[config.mk]
export PLATFORM = sky130hd
export DESIGN_NAME = mem_fill_arbiter
export DESIGN_NICKNAME = d
export VERILOG_FILES = /design/src/rtl/mem_fill_arbiter.sv
export SDC_FILE = /design/constraint.sdc
export NUM_CORES = 1
export LEC_CHECK = 0
export CORE_UTILIZATION = 55
export CTS_CLUSTER_DIAMETER = 100
export DETAILED_ROUTE_END_ITERATION = 16
export DONT_BUFFER_PORTS = 1
export GPL_TIMING_DRIVEN = 0
export PLACE_DENSITY = 0.76
export SLEW_MARGIN = 5
export SYNTH_ARGS = -nofsm -noshare
export SYNTH_HDL_FRONTEND = slang
export SYNTH_SLANG_ARGS = --single-unit
[constraint.sdc]
create_clock -name clk -period 4.15 [get_ports clk]
set_clock_uncertainty 0.15 [all_clocks]
set_input_delay 0.415 -clock clk [delete_from_list [all_inputs] [get_ports clk]]
set_output_delay 0.415 -clock clk [all_outputs]
set_load 0.01 [all_outputs]
[src/rtl/mem_fill_arbiter.sv]
// mem_fill_arbiter
//   Miss-handling controller shared by the I-cache and D-cache. Arbitrates
//   one miss at a time onto the single main-memory read port (D side wins),
//   issues WORDS consecutive word reads for the aligned block, steers the
//   in-order returns into the owning cache, and produces the pipeline
//   freeze (pipe_write_en) and fetch stall (if_stall).
//
// Ports
//   clk, rst_n          : clock, asynchronous active-low reset
//   if_miss / if_addr   : I-cache miss level and byte address
//   mem_miss / mem_addr : D-cache miss level and byte address
//   mem_data_valid      : one returning word this cycle (request order)
//   mem_req / mem_req_addr : read request and its address
//   fill_icache / fill_dcache / fill_word : write strobe and block index
//   done_i / done_d     : one-cycle completion pulses
//   pipe_write_en       : enable for all pipeline registers
//   if_stall            : hold PC, bubble into IF/ID
module mem_fill_arbiter #(
  parameter int WORDS = 8,
  parameter int LAT   = 4
) (
  input  logic                     clk,
  input  logic                     rst_n,
  input  logic                     if_miss,
  input  logic [15:0]              if_addr,
  input  logic                     mem_miss,
  input  logic [15:0]              mem_addr,
  input  logic                     mem_data_valid,
  output logic                     mem_req,
  output logic [15:0]              mem_req_addr,
  output logic                     fill_icache,
  output logic                     fill_dcache,
  output logic [$clog2(WORDS)-1:0] fill_word,
  output logic                     done_i,
  output logic                     done_d,
  output logic                     pipe_write_en,
  output logic                     if_stall
);

  localparam int WW = $clog2(WORDS);
  localparam int CW = WW + 1;  // counters must be able to hold WORDS
  localparam logic [15:0] ADDR_MASK = ~16'(2 * WORDS - 1);

  // LAT describes the memory the controller is paired with; the controller
  // itself only counts returns, so LAT is only sanity-checked here.
  if (WORDS < 2 || WORDS > 16 || (WORDS & (WORDS - 1)) != 0 || LAT < 1) begin : g_bad_param
    $error("mem_fill_arbiter: WORDS must be a power of two in 2..16 and LAT >= 1");
  end

  typedef enum logic [1:0] {
    IDLE   = 2'd0,
    FILL_I = 2'd1,
    FILL_D = 2'd2,
    DONE   = 2'd3
  } state_t;

  state_t          state_q, state_d;
  logic            side_d_q, side_d_d;  // 1: block belongs to the D-cache
  logic [15:0]     base_q, base_d;
  logic [CW-1:0]   issue_cnt_q, issue_cnt_d;
  logic [CW-1:0]   ret_cnt_q, ret_cnt_d;
  logic            in_fill;

  // State register
  always_ff @(posedge clk or negedge rst_n) begin
    if (!rst_n) begin
      state_q     <= IDLE;
      side_d_q    <= 1'b0;
      base_q      <= '0;
      issue_cnt_q <= '0;
      ret_cnt_q   <= '0;
    end else begin
      state_q     <= state_d;
      side_d_q    <= side_d_d;
      base_q      <= base_d;
      issue_cnt_q <= issue_cnt_d;
      ret_cnt_q   <= ret_cnt_d;
    end
  end

  assign in_fill = (state_q == FILL_I) || (state_q == FILL_D);

  // Next-state logic
  always_comb begin
    state_d     = state_q;
    side_d_d    = side_d_q;
    base_d      = base_q;
    issue_cnt_d = issue_cnt_q;
    ret_cnt_d   = ret_cnt_q;
    unique case (state_q)
      IDLE: begin
        issue_cnt_d = '0;
        ret_cnt_d   = '0;
        if (mem_miss) begin
          state_d  = FILL_D;
          side_d_d = 1'b1;
          base_d   = mem_addr & ADDR_MASK;
        end else if (if_miss) begin
          state_d  = FILL_I;
          side_d_d = 1'b0;
          base_d   = if_addr & ADDR_MASK;
        end
      end
      FILL_I, FILL_D: begin
        if (issue_cnt_q < CW'(WORDS)) begin
          issue_cnt_d = issue_cnt_q + 1'b1;
        end
        if (mem_data_valid) begin
          ret_cnt_d = ret_cnt_q + 1'b1;
          // Leaving on the last return means no further valid can be
          // counted against this block.
          if (ret_cnt_q == CW'(WORDS - 1)) begin
            state_d = DONE;
          end
        end
      end
      DONE: begin
        state_d = IDLE;
      end
      default: begin
        state_d = IDLE;
      end
    endcase
  end

  // Output logic
  always_comb begin
    mem_req      = in_fill && (issue_cnt_q < CW'(WORDS));
    // Offset is added modulo 2^16: a block at 0xFFF0 never spills to 0x0000.
    mem_req_addr = mem_req ? (base_q + (16'(issue_cnt_q) << 1)) : 16'h0000;
    fill_icache  = (state_q == FILL_I) && mem_data_valid;
    fill_dcache  = (state_q == FILL_D) && mem_data_valid;
    fill_word    = (fill_icache || fill_dcache) ? ret_cnt_q[WW-1:0] : '0;
    done_i       = (state_q == DONE) && !side_d_q;
    done_d       = (state_q == DONE) && side_d_q;
    // A D miss freezes the whole pipeline from the moment it is raised;
    // an I miss only holds fetch.
    pipe_write_en = ~(mem_miss | (state_q == FILL_D));
    if_stall      = ~pipe_write_en | if_miss | (state_q == FILL_I);
  end

endmodule

### After elaboration in Yosys (flattened, before gate mapping)

Cells that the tools add are included.

* equality and inequality tests: 8
* bitwise operators: 4
* order comparisons: 1
* add/sub/neg operators: 3
* mux-type cells: 15
* reduce and logical (&&, ||, !) cells: 16

Operators by type and width (number)
* two-way mux 16 bit: 3
* adder 16 x 5 -> 16 bit: 1
* case mux 4 bit (2 select lines): 2
* adder 4 x 1 -> 4 bit (second input constant): 2
* two-way mux 2 bit: 4
* two-way mux 4 bit: 2
* inequality test 2 bit (second input constant): 3
* case mux 2 bit (3 select lines): 1
* AND reduction 2 bit: 3
* logical AND 1 bit: 5
* equality test 2 bit (second input constant): 2
* equality test 4 x 3 -> 1 bit (second input constant): 1
* less-than comparator 4 bit (second input constant): 1
* nonzero test 2 bit: 2
* two-way mux 3 bit: 1
* inequality test 3 bit (second input constant): 1
* OR 1 bit: 3
* AND reduction 3 bit: 1
* equality test 2 x 1 -> 1 bit (second input constant): 1
* logical NOT 2 bit: 1
* logical OR 1 bit: 2
* two-way mux 1 bit: 2
* OR reduction 2 bit: 1
* logical NOT 1 bit: 1
* inverter 1 bit: 1

* bits in registers: 27
* output and inout bits: 26
* bits of input ports: 37
* word-level logic and storage cells: 52

### Longest topological paths before layout

* depth in word-level cells: 4
* gate-level depth with buffers: 7
* gate-level depth less buffers: 5

### Least setup slack after synthesis

Ideal clock, no wire load.

* kind: register -> output
* from: reg issue_cnt_q[3]
* to: out mem_req_addr[15]
* data arrival time: 1566 ps
* slack: 2019 ps
* buffers on the path: 0
* cell stages (with the launch flop): 5
* data required time: 3585 ps
* path through: dfrtp_1 -> ha_1 -> nand4_2 -> or4_1 -> a21oi_1

* cells in the longest elaborated chain, start to end: 3
* elaborated cells between the ends (all ways): 4
* those cells by class: 1 x add/sub; 1 x order compare; 1 x mux; 1 x reduce/logical

Ends and longest elaborated chain
* start, declared: line 60 `logic [CW-1:0] issue_cnt_q, issue_cnt_d;`
* start signal, assigned: line 76 `issue_cnt_q <= issue_cnt_d;`
* parallel branches: the longest is 2 deep, another holds adder 16 x 5 -> 16 bit
* two-way mux 16 bit (*): line 130 `mem_req_addr = mem_req ? (base_q + (16'(issue_cnt_q) << 1)) : 16'h0000;`
* end, declared: line 30 `output logic [15:0] mem_req_addr,`

Every way passes the cells marked *.

### Worst setup path in the final report

* from: reg state_q[0]
* to: out mem_req_addr[4]

* cells in the longest elaborated chain, start to end: 4
* elaborated cells between the ends (all ways): 5
* those cells by class: 2 x eq/ne; 1 x mux; 2 x reduce/logical

Ends and longest elaborated chain
* start, declared: line 57 `state_t state_q, state_d;`
* start signal, assigned: line 73 `state_q <= state_d;`
* equality test 2 x 1 -> 1 bit or equality test 2 bit (tied branches): line 81 `assign in_fill = (state_q == FILL_I) || (state_q == FILL_D);`
* logical OR 1 bit (*): line 81
* logical AND 1 bit (*): line 128 `mem_req = in_fill && (issue_cnt_q < CW'(WORDS));`
* named net mem_req: line 29 `output logic mem_req,`
* two-way mux 16 bit (*): line 130

Mark *: on every way through the listed nets, which the timed path passes. The rest lies on a longest branch.

==> impl_metrics.ini <==
[status]
outcome = completed

[logic_synthesis]
ys_seq_area_share_pct = 36.9
synth_top_family_by_area = simple AND/OR/NAND/NOR gates
ys_ff_latch = 23
synth_mux_area_share_pct = 9.14
yosys.area_share.simple_pct = 22.3
yosys_warnings = 0
synthDistinctLibCells = 36
syn_area_per_cell_um2 = 8.87
yosys.area.top_type_share_pct = 36.9
synthesis.area_mm2 = 0.00156
synthAdderAreaFrac_pct = 6.42
synth_xor_area_share_pct = 3.93
synthTopCellsByArea = dfrtp_1 (37%), mux2i_1 (7.7%), ha_1 (6.4%), nand2_1 (5.1%), o21ai_1 (4.8%)
yosysTopAreaCell = dfrtp_1
syn_inst = 176
synth_compound_area_share_pct = 17.2
syn_nets = 221

[drt]
vias_per_cell = 6.36
drt-initial-drc-count = 51
wl_um = 3470
route.antenna.remaining_nets = 0
routed-via-count = 1342
drc = 0
wl_per_cell_um = 16.4
drt_first_pass_iters = 5

[floorplanning]
initial_core_util_pct = 60.8
fp.dieH_um = 55.3
coreArea_mm2 = 0.00257
ios = 63
dieArea_mm2 = 0.00305
die-width_um = 55.3
rows = 18

[cts]
clk_pin_slew_ns = 0.12
clock-sinks = 23
cts_tree = done
clockBufferDepth = 2
cts_setup_buffers = 0
numCtsBuffers = 3
h-tree-depth = 1
clk_latency_ns = 0.31
cts-root-buf = clkbuf_4

[timing]
slew_viol_final = 0
timing.final.crit_share_pct = 66.7
finalSetupViolations = 0
max_slew_margin_pct = 29.8
fmax_mhz = 361
rsz0062_at_grt = no
period_needed_ns = 2.77
setup_tns_ns = 0
hold_viol = 0
worst_pin_slew_ns = 1.05

[power_and_ir_drop]
switching_share_pct = 50.5
p_per_area_mw_per_mm2 = 763
pwr-share-comb_pct = 54.8
seq_power_share_pct = 36.5
power.switching_uw = 630
internal-power_uw = 617
power.total_mw = 1.25
power_frac_clock_pct = 8.7
ir_worst_vdd_v = 0.000438
power.leakage_nw = 0.723

[setup_path]
path_common_cell = clkbuf_1
critPathCaptureType = output port
critPathSlowestCell = dfrtp_1
rr_endpoint = state_q[0]$_DFFE_PN0P_
worstPathArrival_ns = 2.20
worstPathMaxFanout = 10
path_class = reg -> out
cp_cell_sequence = inv_1 -> ha_1 -> clkbuf_1 -> nand2b_1 -> clkbuf_1 -> inv_2 -> and2_1
cpLargestDelayFamily = buffers and inverters
path_buf_inv = 4
max_stage_delay_ns = 0.42
reg2reg_depth = 6
worst_setup_path_start_kind = flip-flop
reg2reg_from = state_q[1]$_DFFE_PN0P_
r2r_slack_ns = 2.09
worst-endpoint-required_ns = 3.59

[cells_and_area]
regArea_um2 = 576
multiInputGateArea_um2 = 923
diodes = 0
drive_gt1_share_pct = 6.08
final_cells = 211
stdcell_area_mm2 = 0.00163
final_cell_mix = dfrtp_1 (23), nand2_1 (21), o21ai_1 (15)
areaGrowthSynthToFinish_pct = 4.73
fin_util_pct = 63.6
fin_nets = 227
n_fill_cell = 240
final_common_cell = dfrtp_1

[global_route]
grt_pass1_wl_um = 5620
overflow = 0
grt_pass1_vias = 1246
grt_usage_pct = 22.9
antenna_found_initial = 0
grt_max_degree = 24

[hold_path]
worstHoldStart = if_miss
min_to = side_d_q$_DFFE_PN0P_
holdPathStages = 3
worstHoldPathType = in -> reg

[place]
placed_cells = 206
hpwl_um = 2580
place.port_buffers = 0
post_dp_cell_area_mm2 = 0.00160
routabilityCongestion = 0.740

[flow_run]
drv_cap = 0
==> worst reg2reg max path, cell delays in order, from the launching register on <==
cell      delay (ns)
dfrtp_1         0.43
inv_1           0.10
ha_1            0.27
clkbuf_1        0.29
clkbuf_1        0.39
a21oi_1         0.12
nor3b_1         0.23
==> worst max path at each step <==
stage	cells after the start	end	from	slack, ns
floorplan	4	mem_req_addr[15]	issue_cnt_q[3]$_DFFE_PN0P_	2.02
global route	7	mem_req_addr[4]	state_q[0]$_DFFE_PN0P_	1.23
CTS	7	mem_req_addr[4]	state_q[0]$_DFFE_PN0P_	1.36
finish	7	mem_req_addr[4]	state_q[0]$_DFFE_PN0P_	1.38
global placement	7	mem_req_addr[4]	state_q[0]$_DFFE_PN0P_	1.80
detailed placement	7	mem_req_addr[4]	state_q[0]$_DFFE_PN0P_	1.73
==> through the flow <==
stage                     hold WS [ns]  setup WS (ns)
after floorplan                -0.0306           2.02
after global placement         -0.0301           1.80
after detailed placement       -0.0300           1.73
after CTS                        0.101           1.36
after global routing             0.113           1.23
final                            0.111           1.38
==> synthesized netlist by cell type (all sizes together) <==
library cell  count
clkbuf            7
buf               2
nand2            21
a21boi            1
nand4b            1
nor3b             1
dfrtp            23
inv               6
o22ai             1
nor2b             2
a31oi             1
o21ai            19
xor2              2
o21a              3
ha                8
a22o              6
a21oi             8
o211ai            1
nor3              1
nand4             4
conb              1
and2             11
mux2i            12
nand2b            4
or4               4
or3               2
mux2              2
nand3             6
xnor2             5
nor2              7
o31ai             4
==> registers in the layout, indices dropped and copies added (netlist names) <==
name and cells:
base_q 12, issue_cnt_q 4, ret_cnt_q 4, state_q 2, side_d_q 1
==> timing repair <==
item	CTS	global route
gates resized for setup	0	0
endpoints found under the hold margin	23	0
hold buffers	1	0
==> cell type report <==
type	instances	share of cell area [%]
flip-flops and latches	23	35.2
multi-input cells	138	56.5
plain buffers	9	2.37
inverters	6	1.38
well taps	30	2.30
clock buffers	4	1.61
repair buffers	1	0.613
==> routing by layer <==
layer	routed length, µm	vias to the layer above	global-route usage (%)	part of all wire (%)
met5	0	-	0	0
met1	1530	658	30.3	44
met4	36	0	6.07	1.0
met2	1730	47	38.2	50
met3	173	4	4.68	5.0
li1	-	633	-	-
==> cells by family after synthesis <==
logic type / after synthesis
buf+inv: 15
fa+ha+maj: 8
other cells: 1
compound gates: 44
flops: 23
xor+xnor: 7
simple gates: 64
mux: 14
==> power groups by stage <==
stage	sequential, mW	clock (mW)	combinational (mW)
finish	0.455	0.109	0.683
floorplan	0.424	0	0.554
CTS	0.451	0.112	0.686
detailed placement	0.456	0	0.679
global route	0.469	0.120	0.762
global placement	0.442	0	0.644
No activity file was read; power rests on OpenSTA's default activity.
